$ cat config.mk
export PLATFORM = sky130hd
export DESIGN_NAME = bbox_scan_ctrl
export DESIGN_NICKNAME = d
export VERILOG_FILES = /design/src/rtl/bbox_scan_ctrl.sv
export SDC_FILE = /design/constraint.sdc
export NUM_CORES = 1
export LEC_CHECK = 0
export ABC_AREA = 1
export CAP_MARGIN = 25
export CORE_MARGIN = 2
export CORE_UTILIZATION = 25
export CTS_BUF_LIST = sky130_fd_sc_hd__clkbuf_4 sky130_fd_sc_hd__clkbuf_8 sky130_fd_sc_hd__clkbuf_16
export DETAILED_ROUTE_END_ITERATION = 10
export SLEW_MARGIN = 20
export SYNTH_ARGS = -nofsm -noshare
export SYNTH_HDL_FRONTEND = slang
export SYNTH_SLANG_ARGS = --single-unit
$ cat constraint.sdc
create_clock -name clk -period 8.26 [get_ports clk]
set_input_delay 1.239 -clock clk [delete_from_list [all_inputs] [get_ports clk]]
set_output_delay 1.239 -clock clk [all_outputs]
set_load 0.01 [all_outputs]
$ cat src/rtl/bbox_scan_ctrl.sv
// Triangle bounding-box raster sequencer: rounds/clamps the vertex box, then emits pixel samples row-major.
// First sample two cycles after accept, one per cycle after that; sample outputs hold while samp_ready is low.
module bbox_scan_ctrl #(
    parameter int W        = 16,
    parameter int FRAC     = 6,
    parameter int SCREEN_W = 320,
    parameter int SCREEN_H = 240
) (
    input  logic         clk,
    input  logic         rst_n,
    input  logic         tri_valid,
    output logic         tri_ready,
    input  logic [W-1:0] v0x,
    input  logic [W-1:0] v1x,
    input  logic [W-1:0] v2x,
    input  logic [W-1:0] v0y,
    input  logic [W-1:0] v1y,
    input  logic [W-1:0] v2y,
    output logic         samp_valid,
    input  logic         samp_ready,
    output logic [W-1:0] samp_x,
    output logic [W-1:0] samp_y,
    output logic         samp_last,
    output logic         tri_done,
    output logic         busy
);

    localparam int          XLIM_I = (SCREEN_W - 1) * (2 ** FRAC);
    localparam int          YLIM_I = (SCREEN_H - 1) * (2 ** FRAC);
    localparam logic [W-1:0] XLIM  = XLIM_I[W-1:0];
    localparam logic [W-1:0] YLIM  = YLIM_I[W-1:0];
    localparam logic [W-1:0] STEP  = W'(1 << FRAC);

    typedef enum logic [1:0] {
        S_IDLE = 2'd0,
        S_BOX  = 2'd1,
        S_SCAN = 2'd2,
        S_DONE = 2'd3
    } state_t;

    function automatic logic [W-1:0] min3(input logic [W-1:0] a, input logic [W-1:0] b,
                                          input logic [W-1:0] c);
        logic [W-1:0] m;
        m = (a < b) ? a : b;
        return (c < m) ? c : m;
    endfunction

    function automatic logic [W-1:0] max3(input logic [W-1:0] a, input logic [W-1:0] b,
                                          input logic [W-1:0] c);
        logic [W-1:0] m;
        m = (a > b) ? a : b;
        return (c > m) ? c : m;
    endfunction

    // Round to nearest pixel, half up; wraps modulo 2^W.
    function automatic logic [W-1:0] round_px(input logic [W-1:0] u);
        logic [W-1:0] r;
        r = {u[W-1:FRAC], {FRAC{1'b0}}};
        if (u[FRAC-1]) begin
            r = r + STEP;
        end
        return r;
    endfunction

    state_t       state_q;
    logic [W-1:0] vx0_q, vx1_q, vx2_q;
    logic [W-1:0] vy0_q, vy1_q, vy2_q;
    logic [W-1:0] xmin_q, xmax_q, ymax_q;
    logic [W-1:0] samp_x_q, samp_y_q;
    logic         samp_valid_q, tri_done_q, busy_q, tri_ready_q;

    logic [W-1:0] xmin_r, xmax_r, ymin_r, ymax_r;
    logic [W-1:0] xmax_c, ymax_c;
    logic         box_empty;
    logic [W-1:0] samp_x_d, samp_y_d;
    logic         samp_hs;

    always_comb begin
        xmin_r    = round_px(min3(vx0_q, vx1_q, vx2_q));
        xmax_r    = round_px(max3(vx0_q, vx1_q, vx2_q));
        ymin_r    = round_px(min3(vy0_q, vy1_q, vy2_q));
        ymax_r    = round_px(max3(vy0_q, vy1_q, vy2_q));
        xmax_c    = (xmax_r > XLIM) ? XLIM : xmax_r;
        ymax_c    = (ymax_r > YLIM) ? YLIM : ymax_r;
        // A max that wrapped past 2^W would never be reached by the scan; drop the box.
        box_empty = (xmin_r > XLIM) || (ymin_r > YLIM) || (xmax_c < xmin_r) || (ymax_c < ymin_r);
    end

    always_comb begin
        samp_x_d = samp_x_q;
        samp_y_d = samp_y_q;
        if (samp_x_q < xmax_q) begin
            samp_x_d = samp_x_q + STEP;
        end else begin
            samp_x_d = xmin_q;
            samp_y_d = samp_y_q + STEP;
        end
    end

    assign samp_hs    = samp_valid_q && samp_ready;
    assign samp_last  = samp_valid_q && (samp_x_q == xmax_q) && (samp_y_q == ymax_q);
    assign samp_valid = samp_valid_q;
    assign samp_x     = samp_x_q;
    assign samp_y     = samp_y_q;
    assign tri_done   = tri_done_q;
    assign busy       = busy_q;
    assign tri_ready  = tri_ready_q;

    always_ff @(posedge clk) begin
        if (!rst_n) begin
            state_q      <= S_IDLE;
            vx0_q        <= '0;
            vx1_q        <= '0;
            vx2_q        <= '0;
            vy0_q        <= '0;
            vy1_q        <= '0;
            vy2_q        <= '0;
            xmin_q       <= '0;
            xmax_q       <= '0;
            ymax_q       <= '0;
            samp_x_q     <= '0;
            samp_y_q     <= '0;
            samp_valid_q <= 1'b0;
            tri_done_q   <= 1'b0;
            busy_q       <= 1'b0;
            tri_ready_q  <= 1'b1;
        end else begin
            case (state_q)
                S_IDLE: begin
                    tri_done_q <= 1'b0;
                    if (tri_valid && tri_ready_q) begin
                        vx0_q       <= v0x;
                        vx1_q       <= v1x;
                        vx2_q       <= v2x;
                        vy0_q       <= v0y;
                        vy1_q       <= v1y;
                        vy2_q       <= v2y;
                        tri_ready_q <= 1'b0;
                        busy_q      <= 1'b1;
                        state_q     <= S_BOX;
                    end
                end
                S_BOX: begin
                    xmin_q <= xmin_r;
                    xmax_q <= xmax_c;
                    ymax_q <= ymax_c;
                    if (box_empty) begin
                        tri_done_q <= 1'b1;
                        state_q    <= S_DONE;
                    end else begin
                        samp_x_q     <= xmin_r;
                        samp_y_q     <= ymin_r;
                        samp_valid_q <= 1'b1;
                        state_q      <= S_SCAN;
                    end
                end
                S_SCAN: begin
                    if (samp_hs) begin
                        if (samp_last) begin
                            samp_valid_q <= 1'b0;
                            tri_done_q   <= 1'b1;
                            state_q      <= S_DONE;
                        end else begin
                            samp_x_q <= samp_x_d;
                            samp_y_q <= samp_y_d;
                        end
                    end
                end
                S_DONE: begin
                    tri_done_q  <= 1'b0;
                    busy_q      <= 1'b0;
                    tri_ready_q <= 1'b1;
                    state_q     <= S_IDLE;
                end
                default: begin
                    state_q <= S_IDLE;
                end
            endcase
        end
    end

endmodule

==> impl_results.rst <==
.. list-table::
   :header-rows: 1

   * - Metric
     - Value
   * - WHS Path Cells
     - 2
   * - Routability-driven placement congestion ratio
     - 0.889
   * - Async SR Flop Fraction
     - 0%
   * - Synthesis-to-finish area growth
     - 19.2%
   * - Maximum buffer depth of the clock tree
     - 2
   * - CTS-repair resized insts
     - 0
   * - Total of warnings raised by yosys
     - 0
   * - Maximum number of pins on one net before global-route repair
     - approximately 110
   * - Share of the yosys chip area belonging to registers
     - between 20 and 30%
   * - CP startpoint kind
     - flip-flop
   * - Setup TNS after final layout
     - 0 ns
   * - Type of the tightest min-delay check
     - flip-flop to flip-flop
   * - Count of inserted antenna diode cells
     - 0
   * - # nets final
     - 2,099
   * - Drt initial violations
     - roughly 710
   * - Area contributors post-synth
     - sky130_fd_sc_hd__dfxtp_1 (26%), sky130_fd_sc_hd__ha_1 (14%), sky130_fd_sc_hd__nand2_1 (13%), sky130_fd_sc_hd__o21ai_0 (8.7%), sky130_fd_sc_hd__inv_1 (6.9%)
   * - CP max stage cell
     - sky130_fd_sc_hd__nand3_1
   * - CTS H-tree lvls
     - 4
   * - Critical path data arrival time
     - between 7 and 8 ns
   * - Setup-failing EPs final
     - 0
   * - Synthesized instance count
     - around 1,800
   * - Min-delay src
     - ymax_q[14]$_SDFFE_PN0N_
   * - Setup repair after global routing missed its margin
     - false
   * - Sum of net half-perimeters after detailed placement
     - about 27 mm
   * - Critical path class
     - flip-flop to flip-flop
   * - Top-area cell type share of the netlist area
     - about 26%
   * - Highest cell delay on the worst timing path
     - between 0.4 and 0.5 ns
   * - Clk sinks
     - about 150
   * - Number of hold buffers added after cts
     - 0
   * - #FFs+latches synth
     - approximately 150
   * - # placed instances
     - about 2,500
   * - Fmax
     - around 140 MHz
   * - Post-synthesis area per instance
     - around 6.6 um^2
   * - CTS clock-pin slew for the worst setup and hold paths
     - 0.07 ns
   * - First-pass GRT wire length
     - 56.7 mm
   * - Cell at the root of the clock tree
     - sky130_fd_sc_hd__clkbuf_16
   * - Crit end category
     - flip-flop
   * - Cell type with the largest total area after synthesis
     - sky130_fd_sc_hd__dfxtp_1
   * - Number of max-cap violations
     - 0
   * - Antenna violations before repair
     - 1
   * - Number of unique standard cell types used by synthesis
     - 50
   * - Later-pin clock latency in the skew report
     - 0.45 ns
   * - Logic depth of the worst path, buffers included
     - 40
   * - Share of cells above drive strength 1
     - 5.48%
   * - Number of endpoints with negative hold slack in the final report
     - 0
   * - Via total after detailed routing
     - ~12,000
   * - Number of flops mapped to enable cells by yosys
     - 0
   * - Final wirelength
     - between 30 and 40 mm
   * - Average via count per standard cell
     - roughly 4.7
   * - Leading cell types in the layout, fill and taps excluded
     - sky130_fd_sc_hd__nand2_1 (400), sky130_fd_sc_hd__inv_1 (215), sky130_fd_sc_hd__o21ai_0 (203), sky130_fd_sc_hd__a21oi_1 (155), sky130_fd_sc_hd__dfxtp_1 (152)
   * - Cell type group with the largest total delay on the critical path
     - simple AND/OR/NAND/NOR gates
   * - Worst reg2reg path startpoint
     - vy1_q[9]$_SDFFE_PN0P_
   * - TritonCTS clock tree
     - built
   * - TritonCTS buffer count
     - 17
   * - Worst slew pin tran
     - 0.951 ns
   * - Min Tclk post-route
     - just over 7 ns
   * - Via count of the first global-routing pass
     - 11,143
   * - Most common cell after layout, fill and taps aside
     - sky130_fd_sc_hd__nand2_1
   * - Initial Util
     - about a quarter
   * - Number of optimization iterations in the first detailed-route pass
     - 5
   * - Terminus of the critical flop-to-flop path
     - samp_y[12]$_SDFFE_PN0P_
   * - Hold worst-path end
     - ymax_q[14]$_SDFFE_PN0N_
   * - Worst-case reg-to-reg path depth
     - 40
   * - Die Y-Extent
     - approximately 220 um
   * - Std cell rows
     - 79
   * - Crit path required time
     - ~8.6 ns
   * - Die Footprint
     - approximately 49,000 um^2
   * - I/O pins
     - between 100 and 150
   * - Final core utilization
     - a little under a third
   * - Number of setup buffers added after CTS
     - 0
   * - Fill count
     - about 5,000
   * - Final setup skew
     - 0.0147 ns
   * - Period utilization
     - 88.0%
   * - Total congestion overflow after global routing
     - 0
   * - Die outline width
     - around 220 um
   * - Count of buffering cells on the critical path with inverters included
     - 5
   * - Most common cell on crit path
     - sky130_fd_sc_hd__nand2_1
   * - Average routed wire per standard cell
     - between 10 and 15 um
   * - Outcome
     - finished, final reports clean
   * - Core area
     - ~46,000 um^2
   * - Dominant synthesized flop cell
     - sky130_fd_sc_hd__dfxtp_1
   * - Final cell count without fillers
     - around 2,500
   * - Overall fraction of global-route tracks in use
     - ~15%
   * - CP Max Fanout
     - 26
   * - DRC violation count after routing
     - 0
   * - Headroom to the max-slew limit
     - approximately 37%
   * - Antenna viol nets, final
     - 0
   * - Worst setup slack for register-to-register paths
     - 0.99 ns
   * - Count of pins over their slew limit
     - 0
   * - Combined area of all synthesized cells
     - around 12,000 um^2
   * - Number of buffers added on ports
     - ~120
[worst register-to-register path, delay by kind of cell (launching register included)]
family                     cells  cell delay (ns)
adders and majority gates      4             1.08
buffers and inverters          5             0.77
AOI/OAI and AO/OA              6             0.76
and+or+nand+nor               25             4.19
DFF                            1             0.34
[how the worst max path moves through the flow]
stage,from,endpoint,slack (ns)
2_1_floorplan,vy1_q[14]$_SDFFE_PN0P_,samp_y[14]$_SDFFE_PN0P_,2.66
3_3_place_gp,vy1_q[9]$_SDFFE_PN0P_,samp_y[7]$_SDFFE_PN0P_,0.89
3_5_place_dp,vy1_q[9]$_SDFFE_PN0P_,samp_y[13]$_SDFFE_PN0P_,0.72
4_1_cts,vy1_q[9]$_SDFFE_PN0P_,samp_y[13]$_SDFFE_PN0P_,0.67
5_1_grt,vy1_q[11]$_SDFFE_PN0P_,samp_x[7]$_SDFFE_PN0P_,0.05
6_report,vy1_q[9]$_SDFFE_PN0P_,samp_y[12]$_SDFFE_PN0P_,0.99
[synthesized netlist by cell type, types with 9 or more instances]
library cell               count
sky130_fd_sc_hd__o21ai_0     204
sky130_fd_sc_hd__a21oi_1     155
sky130_fd_sc_hd__o22ai_1      12
sky130_fd_sc_hd__nand3_1     124
sky130_fd_sc_hd__xor2_1       18
sky130_fd_sc_hd__nand2_2      20
sky130_fd_sc_hd__ha_1        132
sky130_fd_sc_hd__clkbuf_1     49
sky130_fd_sc_hd__nor2_1      142
sky130_fd_sc_hd__buf_4        16
sky130_fd_sc_hd__dfxtp_1     152
sky130_fd_sc_hd__buf_2         9
sky130_fd_sc_hd__nand4_1      24
sky130_fd_sc_hd__xnor2_1       9
sky130_fd_sc_hd__nand2_1     401
sky130_fd_sc_hd__nor3_1       10
sky130_fd_sc_hd__inv_1       216
[kinds of logic after synthesis]
logic type                 Yosys count  synth area share, %
AOI/OAI and AO/OA                  410                 18.4
DFF                                152                 25.9
buffers and inverters              302                 10.8
other                                1               0.0320
adders and majority gates          132                 14.1
and+or+nand+nor                    762                 28.8
xor gates and xnor gates            27                 2.02
[layer usage]
| metal | up-vias | routed length [um] | track usage [%] |
|---|---|---|---|
| li1 | 6042 | - | - |
| met1 | 5301 | 17000 | 20.3 |
| met2 | 271 | 15100 | 22.8 |
| met3 | 33 | 2060 | 2.83 |
| met4 | 2 | 448 | 3.71 |
| met5 | - | 13 | 0 |
[metrics by stage]
step	area, um^2	hold WS, ns	worst slack (ns)
floorplan	11800	0.420	2.66
finish	14000	0.445	0.988
global placement	13400	0.428	0.889
detailed placement	13400	0.435	0.720
global route	14000	0.454	0.0521
CTS	14000	0.446	0.665
[layout make-up]
class	instances	area [um^2]	share of cell area [%]
Multi-Input combinational cell	1346	7490	53.6
Timing Repair Buffer	130	1290	9.24
Sequential cell	152	3040	21.8
Clock buffer	17	425	3.04
Clock inverter	15	140	1.00
Tap cell	607	759	5.43
Inverter	220	828	5.93
[registers in the layout, indices dropped and copies added, names as in the netlist]
register / flops
vy1_q: 16
vx2_q: 16
vx0_q: 16
xmin_q: 10
state_q: 2
ymax_q: 10
vy2_q: 16
vy0_q: 16
tri_ready: 1
vx1_q: 16
samp_y: 10
xmax_q: 10
samp_x: 10
samp_valid: 1
busy: 1
tri_done: 1
Power is not shown: default switching activity piles up to over one toggle a cycle in this logic, so the estimate is an artifact.
